`src/rtl/waveform_uart_packer.sv`:
```
// -----------------------------------------------------------------------------
// waveform_uart_packer
//
// Sits after the ADC capture stage. On the falling edge of long_trigger it
// snapshots the waveform and pulse height into shadow registers. It then
// streams them as a framed byte packet over a valid/ready byte interface to
// the UART transmitter. Triggers that arrive while a packet is in flight are
// dropped and counted.
//
// Frame layout, with every multi-byte field sent MSB first:
//   SYNC0, SYNC1, seq, pulse_height[31:0], then for each sample
//   {hi, lo} of the zero-extended 16-bit sample, then optionally a checksum.
//
// Build option:
//   PACKER_CHECKSUM_EN - append one checksum byte. It is the XOR of every
//                        byte from seq through the last sample lo byte.
//
// Ports:
//   clk           system clock
//   reset_n       asynchronous active-low reset
//   long_trigger  capture-window flag; capture on its 1->0 edge
//   waveform      captured samples, index 0 sent first
//   pulse_height  pulse height from the capture stage
//   tx_data       byte to the UART transmitter
//   tx_valid      tx_data holds a byte
//   tx_ready      transmitter accepts the byte this cycle
//   busy          packet in flight
//   dropped_count saturating count of triggers lost while busy
// -----------------------------------------------------------------------------
module waveform_uart_packer #(
    parameter int         SAMPLES  = 32,
    parameter int         SAMPLE_W = 14,
    parameter logic [7:0] SYNC0    = 8'hA5,
    parameter logic [7:0] SYNC1    = 8'h5A
) (
    input  logic                               clk,
    input  logic                               reset_n,
    input  logic                               long_trigger,
    input  logic [SAMPLES-1:0][SAMPLE_W-1:0]   waveform,
    input  logic [31:0]                        pulse_height,
    output logic [7:0]                         tx_data,
    output logic                               tx_valid,
    input  logic                               tx_ready,
    output logic                               busy,
    output logic [15:0]                        dropped_count
);

    // The byte index must cover both the 4 height bytes and the 2*SAMPLES
    // sample bytes.
    localparam int IDX_W = (2 * SAMPLES > 4) ? $clog2(2 * SAMPLES) : 2;
    localparam logic [IDX_W-1:0] LAST_SAMPLE_IDX = IDX_W'(2 * SAMPLES - 1);

    typedef enum logic [2:0] {
        S_IDLE,
        S_SYNC,
        S_SEQ,
        S_HEIGHT,
        S_SAMPLES
`ifdef PACKER_CHECKSUM_EN
        ,
        S_CSUM
`endif
    } state_t;

    state_t                             state;
    state_t                             next_state;
    logic [IDX_W-1:0]                   byte_idx;
    logic [IDX_W-1:0]                   next_idx;
    logic [IDX_W-2:0]                   sample_sel;
    logic [15:0]                        sample_word;
    logic [7:0]                         next_byte;
    logic                               last_xfer;
    logic                               lt_d;
    logic                               capture;
    logic                               xfer;
    logic [7:0]                         seq;
    logic [SAMPLES-1:0][SAMPLE_W-1:0]   shadow_wave;
    logic [31:0]                        shadow_ph;
`ifdef PACKER_CHECKSUM_EN
    logic [7:0]                         csum;
`endif

    assign capture = lt_d & ~long_trigger;
    assign xfer    = tx_valid & tx_ready;
    assign busy    = (state != S_IDLE);

    // Work out the frame position that follows the byte currently on tx_data.
    // This position only takes effect when the current byte is transferred.
    always_comb begin
        next_state = state;
        next_idx   = byte_idx;
        last_xfer  = 1'b0;
        case (state)
            S_SYNC: begin
                if (byte_idx == IDX_W'(1)) begin
                    next_state = S_SEQ;
                    next_idx   = '0;
                end else begin
                    next_idx = byte_idx + IDX_W'(1);
                end
            end
            S_SEQ: begin
                next_state = S_HEIGHT;
                next_idx   = '0;
            end
            S_HEIGHT: begin
                if (byte_idx == IDX_W'(3)) begin
                    next_state = S_SAMPLES;
                    next_idx   = '0;
                end else begin
                    next_idx = byte_idx + IDX_W'(1);
                end
            end
            S_SAMPLES: begin
                if (byte_idx == LAST_SAMPLE_IDX) begin
`ifdef PACKER_CHECKSUM_EN
                    next_state = S_CSUM;
`else
                    next_state = S_IDLE;
                    last_xfer  = 1'b1;
`endif
                    next_idx = '0;
                end else begin
                    next_idx = byte_idx + IDX_W'(1);
                end
            end
`ifdef PACKER_CHECKSUM_EN
            S_CSUM: begin
                next_state = S_IDLE;
                next_idx   = '0;
                last_xfer  = 1'b1;
            end
`endif
            default: begin
                next_state = S_IDLE;
                next_idx   = '0;
            end
        endcase
    end

    // Choose the byte for the next frame position. The sample index is the
    // byte index halved, and the even byte index is the hi byte. The checksum
    // folds in the outgoing lo byte, because the running XOR has not absorbed
    // that byte yet.
    always_comb begin
        sample_sel  = next_idx[IDX_W-1:1];
        sample_word = '0;
        sample_word[SAMPLE_W-1:0] = shadow_wave[sample_sel];
        next_byte   = 8'h00;
        case (next_state)
            S_SYNC:    next_byte = (next_idx == '0) ? SYNC0 : SYNC1;
            S_SEQ:     next_byte = seq;
            S_HEIGHT: begin
                case (next_idx[1:0])
                    2'd0:    next_byte = shadow_ph[31:24];
                    2'd1:    next_byte = shadow_ph[23:16];
                    2'd2:    next_byte = shadow_ph[15:8];
                    default: next_byte = shadow_ph[7:0];
                endcase
            end
            S_SAMPLES: next_byte = next_idx[0] ? sample_word[7:0] : sample_word[15:8];
`ifdef PACKER_CHECKSUM_EN
            S_CSUM:    next_byte = csum ^ tx_data;
`endif
            default:   next_byte = 8'h00;
        endcase
    end

    // Packet sequencer with registered tx outputs. A capture is taken only in
    // IDLE. A trigger edge seen in any other state, including the final
    // transfer cycle, is counted as dropped.
    always_ff @(posedge clk or negedge reset_n) begin
        if (!reset_n) begin
            state         <= S_IDLE;
            byte_idx      <= '0;
            tx_data       <= 8'h00;
            tx_valid      <= 1'b0;
            seq           <= 8'h00;
            dropped_count <= 16'h0000;
            lt_d          <= 1'b0;
`ifdef PACKER_CHECKSUM_EN
            csum          <= 8'h00;
`endif
        end else begin
            lt_d <= long_trigger;
            if (capture && (state != S_IDLE) && (dropped_count != 16'hFFFF)) begin
                dropped_count <= dropped_count + 16'd1;
            end
            if (state == S_IDLE) begin
                if (capture) begin
                    state    <= S_SYNC;
                    byte_idx <= '0;
                    tx_data  <= SYNC0;
                    tx_valid <= 1'b1;
`ifdef PACKER_CHECKSUM_EN
                    csum     <= 8'h00;
`endif
                end
            end else if (xfer) begin
                state    <= next_state;
                byte_idx <= next_idx;
                tx_data  <= next_byte;
                tx_valid <= ~last_xfer;
                if (last_xfer) begin
                    seq <= seq + 8'd1;
                end
`ifdef PACKER_CHECKSUM_EN
                if ((state == S_SEQ) || (state == S_HEIGHT) || (state == S_SAMPLES)) begin
                    csum <= csum ^ tx_data;
                end
`endif
            end
        end
    end

    // The shadow copy holds the snapshot steady while the inputs move on.
    // It is always reloaded before it is read, so it needs no reset.
    always_ff @(posedge clk) begin
        if (capture && (state == S_IDLE)) begin
            shadow_wave <= waveform;
            shadow_ph   <= pulse_height;
        end
    end

endmodule

```
`config.mk`:
```
export PLATFORM = sky130hd
export DESIGN_NAME = waveform_uart_packer
export DESIGN_NICKNAME = d
export VERILOG_FILES = /design/src/rtl/waveform_uart_packer.sv
export SDC_FILE = /design/constraint.sdc
export NUM_CORES = 1
export LEC_CHECK = 0
export CAP_MARGIN = 10
export CORE_MARGIN = 10
export CORE_UTILIZATION = 45
export CTS_CLUSTER_SIZE = 24
export DETAILED_ROUTE_END_ITERATION = 10
export HOLD_SLACK_MARGIN = 0.08
export PLACE_DENSITY = 0.74
export SETUP_SLACK_MARGIN = 0.02
export SYNTH_ARGS = -nofsm -noshare
export SYNTH_HDL_FRONTEND = slang
export SYNTH_SLANG_ARGS = --single-unit
```
`constraint.sdc`:
```
create_clock -name clk -period 43.4 [get_ports clk]
set_clock_uncertainty 0.2 [all_clocks]
set_input_delay 4.34 -clock clk [delete_from_list [all_inputs] [get_ports clk]]
set_output_delay 4.34 -clock clk [all_outputs]
set_load 0.03 [all_outputs]
```
==> results of run 1 <==
sequential cells by signal (all words and copies together) (netlist names):
register / cells
byte_idx: 6
state: 3
tx_valid: 1
lt_d: 1
tx_data: 8
shadow_wave: 448
seq: 8
dropped_count: 16
shadow_ph: 32
through the flow:
stage                util  hold slack [ns]  setup slack, ns  total power (W)
global placement    0.574            0.278            35.21         0.000627
finish              0.612            0.300            35.64          0.00107
detailed placement  0.574            0.291            35.06         0.000629
floorplan               -            0.263            17.44         0.000575
CTS                 0.611            0.301            35.69          0.00108
global route        0.612            0.311            35.42          0.00110
cell type report:
type                       count  area (um^2)  share of cell area
sequential                   523        15500               0.544
timing repair buffer         532         5280               0.185
multi-input combinational    840         5130               0.180
clock buffer                  70         1460              0.0514
tap                          607          759              0.0267
clock inverter                28          272             0.00954
antenna                       20         50.0             0.00176
inverter                       4         15.0            0.000528
metal layers:
metal	track usage	wire length, um	share of wire	vias to the layer above
met5	0	13	0.00018	-
met4	0.0965	1980	0.028	2
met3	0.0587	5900	0.084	116
met2	0.421	36600	0.52	702
met1	0.286	26000	0.37	7379
li1	-	-	-	6583
kinds of logic after synthesis:
family | share of synthesized area
adders and majority gates | 0.00238
DFF | 0.735
AOI/OAI and AO/OA | 0.0715
xor gates and xnor gates | 0.0104
buffers and inverters | 0.0251
and+or+nand+nor | 0.110
muxes | 0.0455
cells in the final DEF, fill, tap and decap left out, drive strengths merged, types with 9 or more instances in the layout:
master / count
buf: 24
xor2: 11
dfrtp: 43
edfxtp: 480
a31oi: 30
nand4: 19
nor2: 26
xnor2: 14
o221ai: 24
o21ai: 38
and3: 9
a311oi: 10
mux4: 15
o22ai: 18
diode: 20
mux2i: 56
nand2: 308
a21oi: 29
clkinv: 20
clkbuf: 70
nand3: 130
nor3: 9
clkdlybuf4s50: 508
path summary, 6_finish.rpt:
kind                       cells past startpoint                to              from  slack (ns)
setup / recovery                               6   shadow_wave[36]      long_trigger       35.64
hold / removal                                 1  dropped_count[6]  dropped_count[6]        0.30
setup reg to reg                              10        tx_data[5]          state[0]       38.43
hold reg to reg                                1  dropped_count[6]  dropped_count[6]        0.30
max in group asynchronous                      1            seq[0]           reset_n       38.68
min in group asynchronous                      1        tx_data[7]           reset_n        3.71
report_power, final:
part | switching [W] | internal (W)
clock | 0.000189 | 0.000266
sequential | 0.00000370 | 0.000552
combinational | 0.0000178 | 0.0000442
total | 0.000210 | 0.000863
critical path: stages:
cell and delay [ns]:
sky130_fd_sc_hd__clkdlybuf4s50_1 0.41, sky130_fd_sc_hd__nand2b_1 0.23, sky130_fd_sc_hd__nor2_4 0.15, sky130_fd_sc_hd__buf_4 0.72, sky130_fd_sc_hd__buf_4 0.91, sky130_fd_sc_hd__buf_4 0.81
==> impl_results.html, run 1 <==
<table>
<tr><th>Metric</th><th>Value</th></tr>
<tr><th colspan="2">Outcome</th></tr>
<tr><td>Run status</td><td>finished clean</td></tr>
<tr><th colspan="2">Logic synthesis</th></tr>
<tr><td>Syn. warnings</td><td>0</td></tr>
<tr><td>Area share of the largest cell type after synthesis</td><td>0.684</td></tr>
<tr><td>Per-instance average area after synthesis</td><td>14.5 um^2</td></tr>
<tr><td>Sequential-to-total area share from yosys stat</td><td>0.735</td></tr>
<tr><td>Leading cell types by count after synthesis</td><td>480 x sky130_fd_sc_hd__edfxtp_1, 307 x sky130_fd_sc_hd__nand2_1, 130 x sky130_fd_sc_hd__nand3_1, 56 x sky130_fd_sc_hd__mux2i_1, 43 x sky130_fd_sc_hd__dfrtp_1</td></tr>
<tr><td>Post-Syn Instances</td><td>1451</td></tr>
<tr><td>Post-synthesis instance area</td><td>21100 um^2</td></tr>
<tr><td>Library cell with the largest summed area after synthesis</td><td>sky130_fd_sc_hd__edfxtp_1</td></tr>
<tr><td>Number of enable flip-flop cells after synthesis</td><td>480</td></tr>
<tr><td>Most common cell in the netlist</td><td>sky130_fd_sc_hd__edfxtp_1</td></tr>
<tr><td>Async set or reset register ratio after synthesis</td><td>0.0822</td></tr>
<tr><td>Number of nets in the synthesized netlist</td><td>1939</td></tr>
<tr><td>Count of unique library cells instantiated by Yosys</td><td>74</td></tr>
<tr><td>Register bit count reported by yosys</td><td>523</td></tr>
<tr><td>Main area contributors after synthesis</td><td>sky130_fd_sc_hd__edfxtp_1 68%, sky130_fd_sc_hd__nand2_1 5.5%, sky130_fd_sc_hd__dfrtp_1 5.1%</td></tr>
<tr><td>Most frequently used flop master after synthesis</td><td>sky130_fd_sc_hd__edfxtp_1</td></tr>
<tr><th colspan="2">Power and ir drop</th></tr>
<tr><td>Cell area power density</td><td>37.7 nW/um^2</td></tr>
<tr><td>Leak</td><td>9.68 nW</td></tr>
<tr><td>Peak VDD IR</td><td>0.0353 mV</td></tr>
<tr><th colspan="2">Timing</th></tr>
<tr><td>Setup repair after global routing missed its margin</td><td>no</td></tr>
<tr><td>Count of final hold-check violations</td><td>0</td></tr>
<tr><td>Fmax</td><td>129 MHz</td></tr>
<tr><td># setup viols final</td><td>0</td></tr>
<tr><td>Worst-margin pin slew</td><td>1.19 ns</td></tr>
<tr><td>Final-layout setup total negative slack</td><td>0 ns</td></tr>
<tr><td>Final Critical Period</td><td>7.76 ns</td></tr>
<tr><td>Worst-case headroom to the max-slew limit</td><td>0.201</td></tr>
<tr><td>Max-slew violations</td><td>0</td></tr>
<tr><td>Portion of the clock cycle consumed by the worst path in the final layout</td><td>0.179</td></tr>
<tr><th colspan="2">Place</th></tr>
<tr><td>Final Wtd Congestion</td><td>0.872</td></tr>
<tr><td>Count of port buffers added during placement</td><td>509</td></tr>
<tr><td>Final HPWL DP</td><td>51200 um</td></tr>
<tr><td>Placement Cell Area</td><td>26700 um^2</td></tr>
<tr><td>Number of placed cells counting well taps</td><td>2506</td></tr>
<tr><th colspan="2">Die</th></tr>
<tr><td>Starting density of the core</td><td>0.453</td></tr>
<tr><td>Die height</td><td>236 um</td></tr>
<tr><td>IO Count</td><td>510</td></tr>
<tr><td>Number of core rows</td><td>79</td></tr>
<tr><td>Die Footprint</td><td>55900 um^2</td></tr>
<tr><td>Die W</td><td>236 um</td></tr>
<tr><td>Total core area</td><td>46500 um^2</td></tr>
<tr><th colspan="2">CTS</th></tr>
<tr><td>Number of CTS-inserted buffers</td><td>53</td></tr>
<tr><td>H-tree level count</td><td>2</td></tr>
<tr><td>Post-CTS resize count</td><td>0</td></tr>
<tr><td>Post-CTS Hold Fix Bufs</td><td>0</td></tr>
<tr><td>CTS tree</td><td>done</td></tr>
<tr><td>Number of setup buffers added after CTS</td><td>0</td></tr>
<tr><td>Clock tree buffer depth</td><td>3</td></tr>
<tr><td>Sinks on the clock net</td><td>523</td></tr>
<tr><td>Root Buffer Master</td><td>sky130_fd_sc_hd__clkbuf_16</td></tr>
<tr><td>Later-pin clock latency in the skew report</td><td>0.60 ns</td></tr>
<tr><td>Clock-pin slew of the registers on the worst-case setup and hold paths</td><td>0.06 ns</td></tr>
<tr><th colspan="2">Drt</th></tr>
<tr><td>Number of iterations in the first detailed-routing pass</td><td>5</td></tr>
<tr><td>Routed Antenna Nets</td><td>0</td></tr>
<tr><td>Vias per Instance</td><td>5.63</td></tr>
<tr><td>Total routed wirelength</td><td>70500 um</td></tr>
<tr><td>Via count</td><td>14782</td></tr>
<tr><td>Number of DRC markers after the initial detailed-route iteration</td><td>1504</td></tr>
<tr><td>Average routed wire per standard cell</td><td>26.9 um</td></tr>
<tr><td>Number of design rule violations left after detail routing</td><td>0</td></tr>
<tr><th colspan="2">Final layout</th></tr>
<tr><td>Post-route non-filler standard cell count</td><td>2624</td></tr>
<tr><td>Net count of the finished layout</td><td>2442</td></tr>
<tr><td>Fin area</td><td>28500 um^2</td></tr>
<tr><td>Proportion of layout cells with a drive suffix above 1</td><td>0.0721</td></tr>
<tr><td>Synthesis-to-layout area growth</td><td>35.1%</td></tr>
<tr><td>FILL cells</td><td>3474</td></tr>
<tr><th colspan="2">Setup path</th></tr>
<tr><td>Worst Setup Path Type</td><td>input port to register</td></tr>
<tr><td>Required time worst endpoint</td><td>43.42 ns</td></tr>
<tr><td>Type of element launching the critical path</td><td>input port</td></tr>
<tr><td>Maximum fanout along the worst path</td><td>85</td></tr>
<tr><td>Worst path arrival time</td><td>7.78 ns</td></tr>
<tr><td>Element type at the critical path end</td><td>register</td></tr>
<tr><th colspan="2">GRT</th></tr>
<tr><td>Total Routing Usage GR</td><td>0.243</td></tr>
<tr><td>Pin count of the biggest net entering global routing</td><td>168</td></tr>
<tr><td>Initial antenna violation count</td><td>21</td></tr>
<tr><td>Leftover overflow at the end of global routing</td><td>0</td></tr>
<tr><td>First-pass GRT wire length</td><td>101000 um</td></tr>
<tr><td>Vias in the first global route</td><td>15366</td></tr>
<tr><th colspan="2">Run</th></tr>
<tr><td>Number of maximum-capacitance violations</td><td>0</td></tr>
<tr><th colspan="2">Min path</th></tr>
<tr><td>Tightest Hold Check Type</td><td>register to register</td></tr>
</table>
Power figures use the tool's default switching activity.
==> inputs of run 2 (changes only) <==
Clock period 43.4 ns to 8.05 ns, I/O delays scaled along.
==> impl_results.html, run 2 (synthesized netlist as in run 1, its figures left out) <==
<table>
<tr><th>Metric</th><th>Value</th></tr>
<tr><th colspan="2">Timing</th></tr>
<tr><td>Worst-margin pin slew</td><td>1.24 ns (was 1.19 ns)</td></tr>
<tr><td>Final Critical Period</td><td>4.92 ns</td></tr>
<tr><td>Final Hold Slack</td><td>0.191 ns (was 0.300 ns)</td></tr>
<tr><td>Final worst setup slack</td><td>3.13 ns (was 35.64 ns)</td></tr>
<tr><td># setup viols final</td><td>0 (unchanged)</td></tr>
<tr><td>Setup repair after global routing missed its margin</td><td>no (unchanged)</td></tr>
<tr><td>Fmax</td><td>203 MHz</td></tr>
<tr><td>Worst-case headroom to the max-slew limit</td><td>0.176 (was 0.201)</td></tr>
<tr><td>Max-slew violations</td><td>0 (unchanged)</td></tr>
<tr><td>Count of final hold-check violations</td><td>0 (unchanged)</td></tr>
<tr><td>Portion of the clock cycle consumed by the worst path in the final layout</td><td>0.611</td></tr>
<tr><th colspan="2">Power and ir drop</th></tr>
<tr><td>Seq pwr share</td><td>0.519 (was 0.518)</td></tr>
<tr><td>Peak VDD IR</td><td>0.189 mV (was 0.0353 mV)</td></tr>
<tr><td>Power consumption</td><td>0.00577 W (was 0.00107 W)</td></tr>
<tr><td>Cell area power density</td><td>203 nW/um^2 (was 37.7 nW/um^2)</td></tr>
<tr><td>Leak</td><td>9.65 nW (was 9.68 nW)</td></tr>
<tr><td>Combinational power share</td><td>0.058 (about the same)</td></tr>
<tr><td>Internal power contribution</td><td>0.00461 W (was 0.000863 W)</td></tr>
<tr><td>Fraction of power spent switching nets</td><td>0.201 (was 0.196)</td></tr>
<tr><td>Power share of the clock group</td><td>0.423 (was 0.424)</td></tr>
<tr><td>Power spent charging and discharging nets</td><td>0.00116 W (was 0.000210 W)</td></tr>
<tr><th colspan="2">Drt</th></tr>
<tr><td>Routed length on met3</td><td>6320 um (was 5900 um)</td></tr>
<tr><td>Average routed wire per standard cell</td><td>27.4 um (was 26.9 um)</td></tr>
<tr><td>Highest routing layer actually used</td><td>met5 (unchanged)</td></tr>
<tr><td>Vias per Instance</td><td>5.69 (was 5.63)</td></tr>
<tr><td>Number of DRC markers after the initial detailed-route iteration</td><td>1736 (was 1504)</td></tr>
<tr><td>Number of design rule violations left after detail routing</td><td>0 (unchanged)</td></tr>
<tr><td>Via count</td><td>14900 (was 14782)</td></tr>
<tr><td>Number of iterations in the first detailed-routing pass</td><td>7 (was 5)</td></tr>
<tr><td>Routed Antenna Nets</td><td>0 (unchanged)</td></tr>
<tr><td>Total routed wirelength</td><td>71600 um (was 70500 um)</td></tr>
<tr><td>Met1 wire length</td><td>27100 um (was 26000 um)</td></tr>
<tr><td>Met2 routed WL</td><td>36100 um (was 36600 um)</td></tr>
<tr><th colspan="2">Final layout</th></tr>
<tr><td>Synthesis-to-layout area growth</td><td>34.8% (was 35.1%)</td></tr>
<tr><td>Most used cells in the layout excluding fill and tap cells</td><td>508 x sky130_fd_sc_hd__clkdlybuf4s50_1, 480 x sky130_fd_sc_hd__edfxtp_1, 307 x sky130_fd_sc_hd__nand2_1, 130 x sky130_fd_sc_hd__nand3_1, 56 x sky130_fd_sc_hd__mux2i_1 (unchanged)</td></tr>
<tr><td>Net count of the finished layout</td><td>2440 (was 2442)</td></tr>
<tr><td>Register with the highest flop count</td><td>shadow_wave (unchanged)</td></tr>
<tr><td>Final Util</td><td>0.611 (was 0.612)</td></tr>
<tr><td>Post-route non-filler standard cell count</td><td>2619 (was 2624)</td></tr>
<tr><td>FILL cells</td><td>3575 (was 3474)</td></tr>
<tr><td>FF+latch area</td><td>15500 um^2 (unchanged)</td></tr>
<tr><td>Multi-input logic area</td><td>5130 um^2 (about the same)</td></tr>
<tr><td>Largest register FFs</td><td>448 (unchanged)</td></tr>
<tr><td>Largest registers</td><td>shadow_wave x448, shadow_ph x32, dropped_count x16 (unchanged)</td></tr>
<tr><td>Proportion of layout cells with a drive suffix above 1</td><td>0.0726 (was 0.0721)</td></tr>
<tr><td>Most common cell after layout, fill and taps aside</td><td>sky130_fd_sc_hd__clkdlybuf4s50_1 (unchanged)</td></tr>
<tr><th colspan="2">Setup path</th></tr>
<tr><td>Required time worst endpoint</td><td>8.38 ns (was 43.42 ns)</td></tr>
<tr><td>Worst reg-to-reg setup slack</td><td>3.13 ns (was 38.43 ns)</td></tr>
<tr><td>Type of element launching the critical path</td><td>register (was input port)</td></tr>
<tr><td>Critical-path cell list</td><td>nand3_1 &gt; xnor2_1 &gt; o221a_2 &gt; o22ai_1 &gt; o21ai_0 &gt; o21ai_0 &gt; a211oi_1 &gt; o32a_1 (was clkdlybuf4s50_1 &gt; nand2b_1 &gt; nor2_4 &gt; buf_4 &gt; buf_4 &gt; buf_4)</td></tr>
<tr><td>Buf+Inv Stages, Crit Path</td><td>0 (was 4)</td></tr>
<tr><td>Worst Setup Path Type</td><td>register to register (was input port to register)</td></tr>
<tr><td>Most frequent cell on the critical path</td><td>sky130_fd_sc_hd__o21ai_0 (was sky130_fd_sc_hd__buf_4)</td></tr>
<tr><td>Maximum fanout along the worst path</td><td>48 (was 85)</td></tr>
<tr><td>Cell at the slowest stage of the critical path</td><td>sky130_fd_sc_hd__o221a_2 (was sky130_fd_sc_hd__buf_4)</td></tr>
<tr><td>Cell type group with the largest total delay on the critical path</td><td>compound AO/OA/AOI/OAI gates (was buffers and inverters)</td></tr>
<tr><td>Worst path arrival time</td><td>5.25 ns (was 7.78 ns)</td></tr>
<tr><td>Maximum single-stage delay on the critical path</td><td>1.19 ns (was 0.91 ns)</td></tr>
<tr><td>Element type at the critical path end</td><td>register (unchanged)</td></tr>
<tr><th colspan="2">Die</th></tr>
<tr><td>Die W</td><td>236 um (unchanged)</td></tr>
<tr><td>Die Footprint</td><td>55900 um^2 (unchanged)</td></tr>
<tr><td>Total core area</td><td>46500 um^2 (unchanged)</td></tr>
<tr><td>IO Count</td><td>510 (unchanged)</td></tr>
<tr><td>Number of core rows</td><td>79 (unchanged)</td></tr>
<tr><td>Starting density of the core</td><td>0.453 (unchanged)</td></tr>
<tr><td>Die height</td><td>236 um (unchanged)</td></tr>
<tr><th colspan="2">CTS</th></tr>
<tr><td>Sinks on the clock net</td><td>523 (unchanged)</td></tr>
<tr><td>Root Buffer Master</td><td>sky130_fd_sc_hd__clkbuf_16 (unchanged)</td></tr>
<tr><td>CTS tree</td><td>done (unchanged)</td></tr>
<tr><td>Clock tree buffer depth</td><td>3 (unchanged)</td></tr>
<tr><td>Post-CTS Hold Fix Bufs</td><td>0 (unchanged)</td></tr>
<tr><td>Clock-pin slew of the registers on the worst-case setup and hold paths</td><td>0.06 ns (about the same)</td></tr>
<tr><td>H-tree level count</td><td>2 (unchanged)</td></tr>
<tr><td>Post-CTS resize count</td><td>0 (unchanged)</td></tr>
<tr><td>Number of setup buffers added after CTS</td><td>0 (unchanged)</td></tr>
<tr><td>Number of CTS-inserted buffers</td><td>53 (unchanged)</td></tr>
<tr><td>Later-pin clock latency in the skew report</td><td>0.62 ns (was 0.60 ns)</td></tr>
<tr><th colspan="2">Place</th></tr>
<tr><td>Worst setup timing slack at the placement stage</td><td>3.17 ns (was 35.06 ns)</td></tr>
<tr><td>Count of port buffers added during placement</td><td>509 (unchanged)</td></tr>
<tr><td>Number of placed cells counting well taps</td><td>2504 (was 2506)</td></tr>
<tr><td>Final Wtd Congestion</td><td>0.912 (was 0.872)</td></tr>
<tr><td>Final HPWL DP</td><td>52600 um (was 51200 um)</td></tr>
<tr><th colspan="2">Run</th></tr>
<tr><td>Number of maximum-capacitance violations</td><td>0 (unchanged)</td></tr>
<tr><th colspan="2">Min path</th></tr>
<tr><td>Tightest Hold Check Type</td><td>input port to async pin (was register to register)</td></tr>
<tr><th colspan="2">GRT</th></tr>
<tr><td>Total Routing Usage GR</td><td>0.246 (was 0.243)</td></tr>
<tr><td>Pin count of the biggest net entering global routing</td><td>159 (was 168)</td></tr>
<tr><td>Vias in the first global route</td><td>15263 (was 15366)</td></tr>
<tr><td>Initial antenna violation count</td><td>18 (was 21)</td></tr>
<tr><td>Leftover overflow at the end of global routing</td><td>0 (unchanged)</td></tr>
<tr><td>First-pass GRT wire length</td><td>102000 um (was 101000 um)</td></tr>
<tr><th colspan="2">Outcome</th></tr>
<tr><td>Run status</td><td>finished clean (unchanged)</td></tr>
</table>
-- run 2: stage by stage --
step	cell area [um^2]	setup TNS (ns)
after floorplan	21100	-346.64
after global placement	26700	0
after detailed placement	26700	0
after CTS	28400	0
after global routing	28400	0
final	28400	0
-- run 2: per-layer routing --
metal / vias to the layer above / global-route usage
li1: 6591 / -
met1: 7388 / 0.299
met2: 792 / 0.419
met3: 121 / 0.0662
met4: 8 / 0.0813
met5: - / 0
-- run 2: final timing paths --
kind / startpoint / end / cells after the start
setup / recovery: byte_idx[0] / tx_data[7] / 8
setup reg to reg: byte_idx[0] / tx_data[7] / 8
hold / removal: reset_n / dropped_count[6] / 1
min in group clk: dropped_count[6] / dropped_count[6] / 1
max in group asynchronous: reset_n / seq[4] / 1
hold reg to reg: dropped_count[6] / dropped_count[6] / 1
-- run 2: cell type report --
cell class	instances	share of cell area
Clock buffer	69	0.0492
Inverter	4	0.000529
Timing Repair Buffer	530	0.185
Multi-Input combinational cell	840	0.181
Clock inverter	31	0.0111
Sequential cell	523	0.545
Antenna cell	15	0.00132
Tap cell	607	0.0267
-- run 2: power by group through the flow --
stage                     logic (W)  clock network (W)  registers, W
final                      0.000334            0.00244       0.00300
after global routing       0.000351            0.00259       0.00300
after CTS                  0.000337            0.00249       0.00300
after detailed placement   0.000336                  0       0.00305
after global placement     0.000331                  0       0.00305
after floorplan           0.0000195                  0       0.00308
-- run 2: worst reg2reg max path, delay by kind of cell (launching register included) --
family | cells | cell delay (ns)
XOR/XNOR | 1 | 0.86
flip-flops | 1 | 0.54
AND/OR/NAND/NOR | 1 | 0.19
AO/OA/AOI/OAI | 6 | 3.03
==> inputs of run 3 (changes only) <==
Settings changed: PLACE_DENSITY 0.74 to 0.77.
Clock period 8.05 ns to 4.3 ns, I/O delays scaled along.
==> impl_results.html, run 3 (synthesized netlist as in run 1, its figures left out) <==
<table>
<tr><th>Metric</th><th>Value</th></tr>
<tr><th colspan="2">Outcome</th></tr>
<tr><td>Run status</td><td>finished clean (unchanged)</td></tr>
<tr><th colspan="2">Place</th></tr>
<tr><td>Final Wtd Congestion</td><td>0.935 (was 0.912)</td></tr>
<tr><td>Worst setup timing slack at the placement stage</td><td>0.415 ns (was 3.17 ns)</td></tr>
<tr><td>Number of placed cells counting well taps</td><td>2526 (was 2504)</td></tr>
<tr><td>Final HPWL DP</td><td>53900 um (was 52600 um)</td></tr>
<tr><td>Count of port buffers added during placement</td><td>509 (unchanged)</td></tr>
<tr><th colspan="2">Drt</th></tr>
<tr><td>Number of iterations in the first detailed-routing pass</td><td>8 (was 7)</td></tr>
<tr><td>Vias per Instance</td><td>5.72 (was 5.69)</td></tr>
<tr><td>Number of design rule violations left after detail routing</td><td>0 (unchanged)</td></tr>
<tr><td>Total routed wirelength</td><td>72400 um (was 71600 um)</td></tr>
<tr><td>Routed Antenna Nets</td><td>0 (unchanged)</td></tr>
<tr><td>Average routed wire per standard cell</td><td>27.4 um (about the same)</td></tr>
<tr><td>Number of DRC markers after the initial detailed-route iteration</td><td>1680 (was 1736)</td></tr>
<tr><td>Via count</td><td>15121 (was 14900)</td></tr>
<tr><th colspan="2">Setup path</th></tr>
<tr><td>Cell at the slowest stage of the critical path</td><td>sky130_fd_sc_hd__nor3b_2 (was sky130_fd_sc_hd__o221a_2)</td></tr>
<tr><td>Worst reg-to-reg setup slack</td><td>0.35 ns (was 3.13 ns)</td></tr>
<tr><td>Buf+Inv Stages, Crit Path</td><td>1 (was 0)</td></tr>
<tr><td>Maximum single-stage delay on the critical path</td><td>0.70 ns (was 1.19 ns)</td></tr>
<tr><td>Type of element launching the critical path</td><td>register (unchanged)</td></tr>
<tr><td>Maximum fanout along the worst path</td><td>30 (was 48)</td></tr>
<tr><td>Beginning of the worst register-to-register path</td><td>state[0] (was byte_idx[0])</td></tr>
<tr><td>Worst Setup Path Type</td><td>register to register (unchanged)</td></tr>
<tr><td>Worst path arrival time</td><td>4.23 ns (was 5.25 ns)</td></tr>
<tr><td>Element type at the critical path end</td><td>register (unchanged)</td></tr>
<tr><td>Cell type group with the largest total delay on the critical path</td><td>simple AND/OR/NAND/NOR gates (was compound AO/OA/AOI/OAI gates)</td></tr>
<tr><td>Capture point of the worst reg-to-reg path</td><td>tx_data[7] (unchanged)</td></tr>
<tr><td>Count of cells along the worst register-to-register path</td><td>10 (was 8)</td></tr>
<tr><td>Critical-path cell list</td><td>nor3b_2 &gt; nand2b_1 &gt; and2_4 &gt; buf_4 &gt; nand2_1 &gt; nand3_1 &gt; and3_1 &gt; a311oi_1 &gt; a211oi_1 &gt; o32a_1 (was nand3_1 &gt; xnor2_1 &gt; o221a_2 &gt; o22ai_1 &gt; o21ai_0 &gt; o21ai_0 &gt; a211oi_1 &gt; o32a_1)</td></tr>
<tr><td>Required time worst endpoint</td><td>4.58 ns (was 8.38 ns)</td></tr>
<tr><th colspan="2">GRT</th></tr>
<tr><td>Vias in the first global route</td><td>15557 (was 15263)</td></tr>
<tr><td>Total Routing Usage GR</td><td>0.250 (was 0.246)</td></tr>
<tr><td>Initial antenna violation count</td><td>23 (was 18)</td></tr>
<tr><td>Global routing usage on met3</td><td>0.0661 (was 0.0662)</td></tr>
<tr><td>First-pass GRT wire length</td><td>104000 um (was 102000 um)</td></tr>
<tr><td>GR met2 Demand/Resource</td><td>0.418 (was 0.419)</td></tr>
<tr><td>GRT busiest layer</td><td>met2 (unchanged)</td></tr>
<tr><td>Pin count of the biggest net entering global routing</td><td>169 (was 159)</td></tr>
<tr><td>Leftover overflow at the end of global routing</td><td>0 (unchanged)</td></tr>
<tr><td>Met1 usage in global routing</td><td>0.302 (was 0.299)</td></tr>
<tr><th colspan="2">Min path</th></tr>
<tr><td>Number of cells traversed by the worst hold path</td><td>1</td></tr>
<tr><td>Hold path endpoint</td><td>shadow_wave[399]</td></tr>
<tr><td>Startpoint of the most critical hold path</td><td>waveform[399]</td></tr>
<tr><td>Tightest Hold Check Type</td><td>input port to register (was input port to async pin)</td></tr>
<tr><th colspan="2">Final layout</th></tr>
<tr><td>Most common cell after layout, fill and taps aside</td><td>sky130_fd_sc_hd__clkdlybuf4s50_1 (unchanged)</td></tr>
<tr><td>Final Util</td><td>0.620 (was 0.611)</td></tr>
<tr><td>Post-route non-filler standard cell count</td><td>2643 (was 2619)</td></tr>
<tr><td>Proportion of layout cells with a drive suffix above 1</td><td>0.0837 (was 0.0726)</td></tr>
<tr><td>FILL cells</td><td>3452 (was 3575)</td></tr>
<tr><td>Register with the highest flop count</td><td>shadow_wave (unchanged)</td></tr>
<tr><td>Largest register FFs</td><td>448 (unchanged)</td></tr>
<tr><td>Most used cells in the layout excluding fill and tap cells</td><td>508 x sky130_fd_sc_hd__clkdlybuf4s50_1, 480 x sky130_fd_sc_hd__edfxtp_1, 307 x sky130_fd_sc_hd__nand2_1, 130 x sky130_fd_sc_hd__nand3_1, 56 x sky130_fd_sc_hd__mux2i_1 (unchanged)</td></tr>
<tr><td>Synthesis-to-layout area growth</td><td>36.6% (was 34.8%)</td></tr>
<tr><td>Largest registers</td><td>shadow_wave x448, shadow_ph x32, dropped_count x16 (unchanged)</td></tr>
<tr><td>Net count of the finished layout</td><td>2465 (was 2440)</td></tr>
<tr><th colspan="2">Power and ir drop</th></tr>
<tr><td>Fraction of power spent switching nets</td><td>0.198 (was 0.201)</td></tr>
<tr><td>Power spent charging and discharging nets</td><td>0.00217 W (was 0.00116 W)</td></tr>
<tr><td>Power share of the clock group</td><td>0.431 (was 0.423)</td></tr>
<tr><td>Seq pwr share</td><td>0.512 (was 0.519)</td></tr>
<tr><td>Internal power contribution</td><td>0.00879 W (was 0.00461 W)</td></tr>
<tr><td>Cell area power density</td><td>381 nW/um^2 (was 203 nW/um^2)</td></tr>
<tr><td>Peak VDD IR</td><td>0.332 mV (was 0.189 mV)</td></tr>
<tr><td>Leak</td><td>9.85 nW (was 9.65 nW)</td></tr>
<tr><td>Combinational power share</td><td>0.057 (was 0.058)</td></tr>
<tr><th colspan="2">Die</th></tr>
<tr><td>IO Count</td><td>510 (unchanged)</td></tr>
<tr><td>Die Footprint</td><td>55900 um^2 (unchanged)</td></tr>
<tr><td>Number of core rows</td><td>79 (unchanged)</td></tr>
<tr><td>Total core area</td><td>46500 um^2 (unchanged)</td></tr>
<tr><td>Starting density of the core</td><td>0.453 (unchanged)</td></tr>
<tr><td>Die W</td><td>236 um (unchanged)</td></tr>
<tr><td>Die height</td><td>236 um (unchanged)</td></tr>
<tr><th colspan="2">Timing</th></tr>
<tr><td>Worst-case headroom to the max-slew limit</td><td>0.266 (was 0.176)</td></tr>
<tr><td>Max-slew violations</td><td>0 (unchanged)</td></tr>
<tr><td>Final Hold Slack</td><td>0.171 ns (was 0.191 ns)</td></tr>
<tr><td>Final worst setup slack</td><td>0.347 ns (was 3.13 ns)</td></tr>
<tr><td># setup viols final</td><td>0 (unchanged)</td></tr>
<tr><td>Worst-margin pin slew</td><td>1.09 ns (was 1.24 ns)</td></tr>
<tr><td>Final-layout setup total negative slack</td><td>0 ns (unchanged)</td></tr>
<tr><td>Fmax</td><td>253 MHz (was 203 MHz)</td></tr>
<tr><td>Count of final hold-check violations</td><td>0 (unchanged)</td></tr>
<tr><td>Setup repair after global routing missed its margin</td><td>no (unchanged)</td></tr>
<tr><td>Portion of the clock cycle consumed by the worst path in the final layout</td><td>0.919 (was 0.611)</td></tr>
<tr><td>Final Critical Period</td><td>3.95 ns (was 4.92 ns)</td></tr>
<tr><th colspan="2">CTS</th></tr>
<tr><td>Sinks on the clock net</td><td>523 (unchanged)</td></tr>
<tr><td>Number of setup buffers added after CTS</td><td>0 (unchanged)</td></tr>
<tr><td>Clock-pin slew of the registers on the worst-case setup and hold paths</td><td>0.06 ns (about the same)</td></tr>
<tr><td>Number of CTS-inserted buffers</td><td>54 (was 53)</td></tr>
<tr><td>Later-pin clock latency in the skew report</td><td>0.61 ns (was 0.62 ns)</td></tr>
<tr><td>Clock tree buffer depth</td><td>3 (unchanged)</td></tr>
<tr><td>CTS tree</td><td>done (unchanged)</td></tr>
<tr><td>H-tree level count</td><td>2 (unchanged)</td></tr>
<tr><td>Root Buffer Master</td><td>sky130_fd_sc_hd__clkbuf_16 (unchanged)</td></tr>
<tr><th colspan="2">Run</th></tr>
<tr><td>Number of maximum-capacitance violations</td><td>0 (unchanged)</td></tr>
</table>
## run 3: cell types whose count changed in the layout (fill, tap and decap cells not counted), sizes merged
cell         delta
bufinv          +2
clkbuf          -4
buf            +22
diode           +1
clkinv          +4
dlygate4sd3     +2
clkinvlp        -3
## run 3: what timing repair did
item                                    in CTS  in global routing
hold endpoints to repair                    44                  0
endpoints found under the setup margin       0                  2
resized for setup                            0                  1
hold buffers                                 2                  0
## run 3: layer usage
layer	routed length (um)	part of all wire
met5	85	0.0012
met4	2370	0.033
met3	6570	0.091
met2	36000	0.50
met1	27400	0.38
## run 3: power by group through the flow
stage / Sequential (W) / Combinational, W / Clock (W)
floorplan: 0.00576 / 0.0000359 / 0
global placement: 0.00571 / 0.000615 / 0
detailed placement: 0.00572 / 0.000629 / 0
CTS: 0.00561 / 0.000635 / 0.00481
global route: 0.00561 / 0.000663 / 0.00501
finish: 0.00561 / 0.000628 / 0.00473
## run 3: per-stage QoR
stage | area, um^2 | total power, W
6_report | 28800 | 0.0110
2_1_floorplan | 21100 | 0.00580
3_3_place_gp | 26900 | 0.00633
3_5_place_dp | 26900 | 0.00635
5_1_grt | 28800 | 0.0113
4_1_cts | 28700 | 0.0111
## run 3: worst max-delay path by stage
stage              from         end  slack (ns)  cells past startpoint
2_1_floorplan  state[2]  tx_data[4]       -4.85                     10
3_3_place_gp   state[0]  tx_data[7]        0.63                     10
3_5_place_dp   state[0]  tx_data[7]        0.41                     10
4_1_cts        state[0]  tx_data[7]        0.35                     10
5_1_grt        state[0]  tx_data[1]        0.15                     10
6_report       state[0]  tx_data[7]        0.35                     10
## run 3: cell type report
type	instances	area, um^2	share of cell area
Sequential cell	523	15500	0.538
Timing Repair Buffer	554	5560	0.193
Multi-Input combinational cell	840	5140	0.179
Clock buffer	65	1410	0.0491
Tap cell	607	759	0.0264
Clock inverter	34	368	0.0128
Antenna cell	16	40.0	0.00139
Inverter	4	15.0	0.000522
==> variant 1 (flow settings as in run 3) <==
Reset style: synchronous (`reset_n`), changed in one clocked block. Comments in the files are not updated.
--- a/src/rtl/waveform_uart_packer.sv
+++ b/src/rtl/waveform_uart_packer.sv
@@ -171,3 +171,3 @@
     // transfer cycle, is counted as dropped.
-    always_ff @(posedge clk or negedge reset_n) begin
+    always_ff @(posedge clk) begin
         if (!reset_n) begin
Behaviour: differs if reset_n is asserted again (counterexample within 4 cycles, from zero or initial values and one cycle with reset_n low); with reset_n held inactive, the same outputs for 10 cycles.
==> variant 1 against run 3 <==
Clock power is 6.6% lower. Sequential cell count stayed put. Largest cell class unchanged. Worst setup slack lost 13 ps. Critical path type unchanged. Routed wire length is 2.1% higher. Total power is 0.40% lower. Area after synthesis shrank 0.88%. Non-clock buffer count grew 3. Design area down 0.92%. Die area fell by 0.80%. Via count up 0.97%.
==> variant 1: results (changes against run 3) <==
Avg Inst Size Synth 14.1 um2 (-3.1%); first-pass GRT wire length 105 mm (+0.92%); CP max FO 10 (-67%); Hold Path Sink shadow_wave[355]$_DFFE_PP_; layout cells sized above 1 8.18% (-0.19 points); Syn Nets 1,973 (+1.8%); met1 usage 32.0% (+1.8 points); WL met2 35.8 mm (-0.76%); Synth area leaders edfxtp_1, nand2_1, dfxtp_1; asr flop ratio synth 0% (-8.2 points); GPL Wtd Cong 0.926 (-0.98%); Total GRT Usage 25.6% (+0.57 points); largest net degree at the start of global routing 196 (+16%); final net count 2,500 (+1.4%); maximum vdd drop 359 uV (+8.3%); Worst Setup SP state[2]$_SDFFE_PN0P_; via count 15,300 (+0.97%); Initial DRC Count 1,817 (+8.2%); number of distinct library cells after synthesis 68 (-8.1%); area post-placement 26,800 um2 (-0.37%); Worst Setup EP tx_data[2]$_SDFFE_PN0P_; met2 usage 42.1% (+0.35 points); RR Startpoint state[2]$_SDFFE_PN0P_; critical path arrival 4280 ps (+50 ps); worst hold margin 177 ps (+5.47 ps); initial antenna violation count 11 (-52%); Final HPWL DP 55.3 mm (+2.7%); Crit path max-delay family compound AO/OA/AOI/OAI gates; post-synthesis sequential area ratio 73.1% (-0.38 points); Detailed Routing Iterations Pass 1 5 (-3); Num CTS Buffers 53 (-1.9%); placed cells 2,557 (+1.2%); pre-CTS WS 450 ps (+34.8 ps); outcome completed; Leakage 9.60 nW (-2.5%); top cells by count, synth edfxtp_1, nand2_1, nand3_1; Slew Limit Headroom 19.8% (-6.9 points); vias in the first global route 15,700 (+0.96%); M1 WL 28.5 mm (+4.2%); Crit-path slowest cell nor3b_4; DR WL/cell 27.8 um (+1.3%)
## variant 1: cell types whose count changed after synthesis, sizes merged, moves of 8 or more
cell / before / now
clkbuf: 14 / 27
nor2b: 4 / 14
dfxtp: 0 / 43
nand2: 308 / 287
nand3: 130 / 114
buf: 70 / 58
and3: 9 / 30
o21ai: 38 / 46
mux2i: 56 / 25
a211oi: 4 / 24
a22oi: 4 / 13
dfrtp: 43 / 0
and2: 4 / 27
## variant 1: power by group
part           internal, mW  switching, mW
logic                 0.444          0.267
clock network          2.48           1.94
registers              5.73         0.0533
## variant 1: kinds of logic after synthesis
group	after synthesis	share of synthesized area [%]
simple gates	540	11.9
flops	523	73.1
compound gates	259	8.76
buf+inv	90	1.98
mux	43	2.87
xor+xnor	26	1.09
fa+ha+maj	4	0.240
## variant 1: area by class of cell
type,count,area [um2]
inverters,5,21.3
well taps,600,751
diodes,8,20.0
clock buffers,61,1380
repair buffers,557,5530
clock inverters,36,283
flip-flops and latches,523,15300
multi-input cells,872,5270
fillers,3418,17200
==> variant 2 (config.mk and constraints of run 3) <==
Made on the original files. The option `PACKER_CHECKSUM_EN` is turned on by a define.
--- a/src/rtl/waveform_uart_packer.sv
+++ b/src/rtl/waveform_uart_packer.sv
@@ -29,2 +29,4 @@
 // -----------------------------------------------------------------------------
+`define PACKER_CHECKSUM_EN
+
 module waveform_uart_packer #(
Behaviour: no difference found for any inputs over 10 cycles, from zero or initial values and one cycle with reset_n low; that may be too few to reach the edited logic, so the function may still have changed.
==> variant 2 against run 3 <==
Final cell count shrank 0.15%. Sequential cell count grew 8. Routed wire length grew 1.7%. Worst setup slack gained 61 ps. Design area grew 1.3%. Count of clock-buffer cells in the layout grew 4. Total power shrank 0.12%. Critical path type unchanged. Area after synthesis grew 1.8%.
==> variant 2: results (changes against run 3) <==
outcome completed; initial antenna violation count 16 (-30%); top cells by count, synth edfxtp_1, nand2_1, nand3_1; largest net degree at the start of global routing 160 (-5.3%); Mapped Area 21,400 um2 (+1.8%); Post-CTS Resized 0 (unchanged); post-synthesis sequential area ratio 73.2% (-0.37 points); max incr delay on CP 640 ps (-60 ps); Yosys reg bits 531 (+1.5%); GPL Wtd Cong 0.926 (-0.99%); final net count 2,467 (+0.081%); CP max FO 25 (-17%); Crit-path slowest cell a21o_2; Clock Buffer Count 69 (+6.2%); Leakage 10.1 nW (+2.9%); via count 15,300 (+0.89%); maximum vdd drop 354 uV (+6.6%); first-pass GRT wire length 106 mm (+1.6%); number of non-clock buffers 549 (-0.90%); Final Cell Area 29,200 um2 (+1.3%); Crit path max-delay family compound AO/OA/AOI/OAI gates; vias in the first global route 15,800 (+1.3%); fillers 3,503 (+1.5%); asr flop ratio synth 9.60% (+1.4 points); fraction of area in multi-input gates 18.6% (+0.78 points); drt via density 5.78 (+1.0%); layout cells sized above 1 8.56% (+0.19 points); Initial DRC Count 1,953 (+16%); buffering overhead 18.9% (-0.38 points); Total GRT Usage 25.3% (+0.33 points); area post-placement 27,400 um2 (+1.7%); Syn Nets 1,940 (+0.052%); #MultiIn Comb 838 (-0.24%); n_diodes 10 (-6); Avg Inst Size Synth 14.8 um2 (+1.7%); Final HPWL DP 54.8 mm (+1.7%); H-tree depth 2 (unchanged); Slew Limit Headroom 38.1% (+11 points); Num CTS Buffers 55 (+1.9%); clk cell area share 5.88% (-0.31 points); sequential share of cell area 53.8% (about the same); critical path arrival 4160 ps (-70 ps); number of distinct library cells after synthesis 63 (-15%); Synth area leaders edfxtp_1, dfrtp_1, nand2_1
## variant 2: changes by cell type after synthesis, sizes merged, moves of 19 or more
cell / delta
a21oi: +38
buf: -19
mux2i: -19
mux4: +27
nand3: -56
nor2: +21
o221ai: -19
## variant 2: routing by layer
| layer | vias to the layer above | part of all wire, % | GRT usage, % |
|---|---|---|---|
| met5 | - | 0.10 | 0 |
| met2 | 902 | 50 | 42.2 |
| met4 | 12 | 3.6 | 9.65 |
| met3 | 160 | 9.7 | 7.05 |
| met1 | 7562 | 37 | 30.9 |
| li1 | 6619 | - | - |
## variant 2: report_power, final
group	leakage [nW]	switching, mW	total (mW)	internal [mW]
registers	5.00	0.0309	5.68	5.65
logic	4.29	0.187	0.634	0.448
clock network	0.837	1.99	4.64	2.65
## variant 2: worst paths after layout
path	from	end	slack, ps	cells past startpoint
worst max-delay path	byte_idx[0]$_DFFE_PN0P_	tx_data[2]$_DFFE_PN0P_	410	10
worst min-delay path	waveform[244]	shadow_wave[244]$_DFFE_PP_	170	1
worst max register to register	byte_idx[0]$_DFFE_PN0P_	tx_data[2]$_DFFE_PN0P_	410	10
worst min register to register	dropped_count[15]$_DFFE_PN0P_	dropped_count[15]$_DFFE_PN0P_	300	1
max in group asynchronous	reset_n	tx_data[2]$_DFFE_PN0P_	3120	3
min in group asynchronous	reset_n	dropped_count[6]$_DFFE_PN0P_	310	3
## variant 2: cells by family (layout without fill, tap and decap cells)
family / after synthesis / count (layout) / share of synthesized area, %
buf+inv: 83 / 653 / 1.97
xor+xnor: 33 / 33 / 1.35
other cells: 0 / 10 / 0
flops: 531 / 531 / 73.2
mux: 83 / 83 / 6.36
fa+ha+maj: 4 / 4 / 0.233
compound gates: 225 / 225 / 6.94
simple gates: 493 / 493 / 10.0
